==> config.mk <==
export PLATFORM = sky130hd
export DESIGN_NAME = fp_mul_norm_pack
export DESIGN_NICKNAME = d
export VERILOG_FILES = /design/src/rtl/fp_mul_pkg.sv /design/src/rtl/fp_mul_round.sv /design/src/rtl/fp_mul_norm_pack.sv
export SDC_FILE = /design/constraint.sdc
export NUM_CORES = 1
export LEC_CHECK = 0
export CAP_MARGIN = 20
export CELL_PAD_IN_SITES_DETAIL_PLACEMENT = 1
export CELL_PAD_IN_SITES_GLOBAL_PLACEMENT = 1
export CORE_ASPECT_RATIO = 1.4
export CORE_UTILIZATION = 36
export DETAILED_ROUTE_END_ITERATION = 16
export PLACE_DENSITY_LB_ADDON = 0.1
export SLEW_MARGIN = 20
export SYNTH_ARGS = -nofsm -noshare
export SYNTH_HDL_FRONTEND = slang
export SYNTH_SLANG_ARGS = --single-unit
==> constraint.sdc <==
create_clock -name clk -period 1.79 [get_ports clk]
set_input_delay 0.2685 -clock clk [delete_from_list [all_inputs] [get_ports clk]]
set_output_delay 0.2685 -clock clk [all_outputs]
set_load 0.01 [all_outputs]
==> src/rtl/fp_mul_pkg.sv <==
// Shared widths, constants and the S1->S2 bundle for the FP32 multiplier
// normalize/round/pack stage.
package fp_mul_pkg;
    localparam int EXP_W = 8;
    localparam int MAN_W = 23;
    localparam int BIAS  = 127;
    localparam int PW    = 2 * (MAN_W + 1);
    localparam int EW    = EXP_W + 2;

    localparam logic [31:0] QNAN = 32'h7FC00000;

    // e is a two's-complement exponent, EW bits wide
    typedef struct packed {
        logic             sign;
        logic [EW-1:0]    e;
        logic [MAN_W-1:0] man;
        logic             g;
        logic             st;
        logic             nan;
        logic             inf;
        logic             zero;
    } s1_t;
endpackage

==> src/rtl/fp_mul_round.sv <==
// Combinational round, mantissa carry, overflow/underflow detect and pack.
// FP_MUL_RNE_EN selects round-to-nearest-even; otherwise results are truncated.
module fp_mul_round
    import fp_mul_pkg::*;
(
    input  s1_t         s1_i,
    output logic [31:0] result_o,
    output logic        ovf_o,
    output logic        unf_o,
    output logic        inexact_o
);
    localparam logic signed [EW-1:0] E_MAX = EW'((1 << EXP_W) - 1);

    logic                    inc;
    logic                    carry;
    logic [MAN_W-1:0]        man_r;
    logic signed [EW-1:0]    e_r;

`ifdef FP_MUL_RNE_EN
    assign inc = s1_i.g & (s1_i.st | s1_i.man[0]);
`else
    assign inc = 1'b0;
`endif

    assign {carry, man_r} = {1'b0, s1_i.man} + {{MAN_W{1'b0}}, inc};
    assign e_r = $signed(s1_i.e) + $signed({{(EW-1){1'b0}}, carry});

    always_comb begin
        result_o  = '0;
        ovf_o     = 1'b0;
        unf_o     = 1'b0;
        inexact_o = 1'b0;
        if (s1_i.nan) begin
            result_o = QNAN;
        end else if (s1_i.inf) begin
            result_o = {s1_i.sign, {EXP_W{1'b1}}, {MAN_W{1'b0}}};
        end else if (s1_i.zero) begin
            result_o = {s1_i.sign, {(EXP_W + MAN_W){1'b0}}};
        end else if (e_r >= E_MAX) begin
            result_o  = {s1_i.sign, {EXP_W{1'b1}}, {MAN_W{1'b0}}};
            ovf_o     = 1'b1;
            inexact_o = 1'b1;
        end else if (e_r[EW-1] || (e_r == '0)) begin
            // no subnormal output: anything at or below exponent zero flushes
            result_o  = {s1_i.sign, {(EXP_W + MAN_W){1'b0}}};
            unf_o     = 1'b1;
            inexact_o = 1'b1;
        end else begin
            result_o  = {s1_i.sign, e_r[EXP_W-1:0], man_r};
            inexact_o = s1_i.g | s1_i.st;
        end
    end
endmodule

==> src/rtl/fp_mul_norm_pack.sv <==
// Two-stage valid/ready pipeline: S1 normalizes the 1.m x 1.m product, S2 rounds
// and packs via fp_mul_round. Rounding mode set by FP_MUL_RNE_EN (default truncate).
module fp_mul_norm_pack
    import fp_mul_pkg::*;
(
    input  logic             clk,
    input  logic             rst_n,
    input  logic             in_valid,
    output logic             in_ready,
    input  logic             in_sign,
    input  logic [EXP_W:0]   in_exp_sum,
    input  logic [PW-1:0]    in_prod,
    input  logic             in_nan,
    input  logic             in_inf,
    input  logic             in_zero,
    output logic             out_valid,
    input  logic             out_ready,
    output logic [31:0]      out_result,
    output logic             out_ovf,
    output logic             out_unf,
    output logic             out_inexact
);
    localparam logic [EW-1:0] BIAS_E = EW'(BIAS);

    s1_t         norm;
    s1_t         s1_q, s1_d;
    logic        s1_v_q, s1_v_d;
    logic        s2_v_q, s2_v_d;
    logic        s2_adv;
    logic [31:0] res_q, res_d;
    logic        ovf_q, ovf_d, unf_q, unf_d, inx_q, inx_d;
    logic [31:0] rnd_result;
    logic        rnd_ovf, rnd_unf, rnd_inx;
    logic        hi;

    assign hi = in_prod[PW-1];

    always_comb begin
        norm      = '0;
        norm.sign = in_sign;
        norm.e    = {1'b0, in_exp_sum} + {{(EW-1){1'b0}}, hi} - BIAS_E;
        norm.man  = hi ? in_prod[PW-2 -: MAN_W] : in_prod[PW-3 -: MAN_W];
        norm.g    = hi ? in_prod[PW-MAN_W-2] : in_prod[PW-MAN_W-3];
        norm.st   = hi ? |in_prod[PW-MAN_W-3:0] : |in_prod[PW-MAN_W-4:0];
        norm.nan  = in_nan;
        norm.inf  = in_inf;
        norm.zero = in_zero;
    end

    fp_mul_round u_round (
        .s1_i      (s1_q),
        .result_o  (rnd_result),
        .ovf_o     (rnd_ovf),
        .unf_o     (rnd_unf),
        .inexact_o (rnd_inx)
    );

    always_comb begin
        s2_adv   = !s2_v_q | out_ready;
        in_ready = !s1_v_q | s2_adv;

        s1_v_d = in_ready ? in_valid : s1_v_q;
        s1_d   = (in_ready && in_valid) ? norm : s1_q;

        s2_v_d = s2_adv ? s1_v_q : s2_v_q;
        res_d  = res_q;
        ovf_d  = ovf_q;
        unf_d  = unf_q;
        inx_d  = inx_q;
        if (s2_adv && s1_v_q) begin
            res_d = rnd_result;
            ovf_d = rnd_ovf;
            unf_d = rnd_unf;
            inx_d = rnd_inx;
        end
    end

    always_ff @(posedge clk or negedge rst_n) begin
        if (!rst_n) begin
            s1_v_q <= 1'b0;
            s1_q   <= '0;
            s2_v_q <= 1'b0;
            res_q  <= '0;
            ovf_q  <= 1'b0;
            unf_q  <= 1'b0;
            inx_q  <= 1'b0;
        end else begin
            s1_v_q <= s1_v_d;
            s1_q   <= s1_d;
            s2_v_q <= s2_v_d;
            res_q  <= res_d;
            ovf_q  <= ovf_d;
            unf_q  <= unf_d;
            inx_q  <= inx_d;
        end
    end

    assign out_valid   = s2_v_q;
    assign out_result  = res_q;
    assign out_ovf     = ovf_q;
    assign out_unf     = unf_q;
    assign out_inexact = inx_q;
endmodule
==> out/results.ini <==
[run_status]
status=finished, final reports clean

[floorplan]
start_util_pct=36.9
fp.coreArea_um2=9030
die_area_um2=9660
std_cell_rows=41
die_x_um=83.3
top_level_ports=102
die_y_um=116

[power]
clkPwrFrac_pct=38.0
pwr-share-comb_pct=17.9
switching_share_pct=25.2
leakage_nw=2.13
power_density_nw_per_um2=971
p_sw_mw=1.19
power_mw=4.72
p_int_mw=3.53
vdd_ir_drop_max_mv=0.593
power_frac_seq_pct=44.1

[placed_design]
dp_hpwl_um=6000
routabilityCongestion=0.744
dp.cells=506
io_buffers=101

[timing]
finalSetupViolations=0
holdWs_ns=0.331
finClkSkew_ns=0.00432
finalHoldViolations=0
timing.fmax_ghz=0.580
rsz0062_at_grt=false
worst_pin_slew_ns=0.417
relSlewSlack_pct=72.2
drv_slew=0
fin_crit_sh_pct=96.3
period_minus_slack_ns=1.72

[cts]
cts.clk_slew.worst_paths_ns=0.06
cts_hold_buf=1
cts_tree=built
clock-sinks=76
cts_resized=0
root_buffer=clkbuf_16
numCtsBuffers=9
cts_buffer_depth=2
h-tree-depth=3
worstSkewPairLatency_ns=0.33
cts_setup_buffers=0

[global_route]
grt_max_degree=59
grtUsageMet1_pct=21.0
grt_usage_pct=18.6
grt_util_met3_pct=4.56
grt_use_met2_pct=33.3
grt_first_pass_wirelength_um=14000
antenna_found_initial=0
first_global_vias=2831
globalRoute.busiestLayer=met2
grt_overflow_total=0

[yosys]
synthCells=299
ys_seq_elements=76
ys_seq_area_share_pct=57.0
synth_cell_types=38
synthFlopType=dfrtp_1
syn_area_per_cell_um2=11.2
yosys_warnings=0
syn-cell-area_um2=3330
synthArstFlopShare_pct=100
synth_edf_count=0
syn_nets=366

[finish]
drive_gt1_share_pct=9.86
multi_input_area_um2=1350
area_growth_pct=45.7
register_area_um2=1900
diodes=0
fillCellCount=978
layoutNonFillerInstCount=523
nets=478

[min_path]
hp-class=in -> reg
worstHoldStart=in_prod[47]

[critical_path]
critPathLaunchType=register
worst_ep_required_time_ns=1.52
crit_path_end_kind=primary output
critPathKind=reg -> out
critPathLaunch=s1_v_q
arrival_ns=1.45
critical_path.max_fanout=5
reg2reg_from=s1_q[34]

[route]
drc=0
antenna_left=0
drt-initial-drc-count=91
totalWireLength_um=8190
detail_route.wl_per_cell_um=15.7
num_vias=2661
via_per_inst=5.09
dr.pass1.iters=4

[flow_run]
cap_violations=0

## per-stage QoR
stage	area (um^2)	setup slack [ns]	setup TNS (ns)	utilization, %
floorplan	3350	0.0353	0	-
global placement	4550	-0.0684	-0.143	50.3
detailed placement	4550	-0.141	-0.392	50.3
CTS	4860	0.0432	0	53.8
global route	4860	0.00499	0	53.8
finish	4860	0.0668	0	53.8
## state kept, by name, summed over array words and instances, names as in the netlist
name	flops
out_ovf	1
out_valid	1
out_inexact	1
out_unf	1
out_result	32
s1_q	39
s1_v_q	1
## synth_stat cells, types with 4 or more instances
cell / count / area (um^2)
dfrtp_1: 76 / 1900
nand2_1: 49 / 184
o21ai_0: 33 / 165
mux2i_1: 24 / 240
a22o_1: 22 / 193
nor2_1: 15 / 56.3
a21oi_1: 8 / 40.0
clkbuf_1: 7 / 26.3
buf_2: 6 / 30.0
mux2_2: 5 / 56.3
nor4_1: 5 / 31.3
inv_1: 4 / 15.0
nand3_1: 4 / 20.0
xnor2_1: 4 / 35.0
## final timing paths
check,end,slack [ns],cells after the start
max in group asynchronous,out_result[2],0.84,3
max reg2reg,out_result[17],0.17,5
max,in_ready,0.07,2
min,s1_q[28],0.33,4
min in group asynchronous,s1_v_q,0.36,2
min reg2reg,s1_q[26],0.48,2
## routing by layer
layer | vias up | share of wire (%)
met1 | 1279 | 40
met5 | - | 0
met4 | 0 | 2.1
met3 | 13 | 5.2
li1 | 1293 | -
met2 | 76 | 53
## power by group through the flow
stage | logic, mW | clock network (mW) | registers [mW]
global route | 0.941 | 1.89 | 2.12
detailed placement | 0.857 | 0 | 2.11
global placement | 0.840 | 0 | 2.10
floorplan | 0.354 | 0 | 2.11
finish | 0.845 | 1.79 | 2.08
CTS | 0.865 | 1.83 | 2.09
## placed cells by master, fill, tap and decap left out, types with 2 or more instances in the layout
| cell type | count |
|---|---|
| xnor2_1 | 4 |
| clkdlybuf4s50_1 | 99 |
| clkbuf_8 | 5 |
| nor4_1 | 5 |
| o21ai_0 | 33 |
| nor2b_1 | 2 |
| ha_1 | 2 |
| nand4b_1 | 2 |
| mux2_2 | 5 |
| nand3_1 | 4 |
| inv_1 | 4 |
| nand3b_1 | 2 |
| clkbuf_1 | 2 |
| nand2_1 | 48 |
| nor2_1 | 15 |
| dfrtp_1 | 76 |
| nand2b_1 | 3 |
| a22o_1 | 22 |
| a211oi_1 | 2 |
| buf_12 | 3 |
| clkbuf_16 | 9 |
| buf_4 | 12 |
| mux2i_1 | 24 |
| a21oi_1 | 8 |
| and4_1 | 2 |
| o31ai_1 | 2 |
| xor2_1 | 3 |
## critical path, stage by stage (launching register included)
cell	delay, ns
dfrtp_1	0.42
nand3b_1	0.15
clkdlybuf4s50_1	0.55
## cell type report
cell class,instances,area share [%]
clock buffers,16,6.21
inverters,4,0.309
well taps,107,2.76
flip-flops and latches,76,39.2
repair buffers,116,23.8
multi-input cells,204,27.8
## cell families after synthesis
family,after synthesis,share of synthesized area [%]
flops,76,57.0
fa+ha+maj,2,0.750
mux,29,8.89
compound gates,74,14.9
buf+inv,19,2.81
xor+xnor,7,1.84
simple gates,92,13.8
Note: power is estimated with default switching activity, not from simulation.
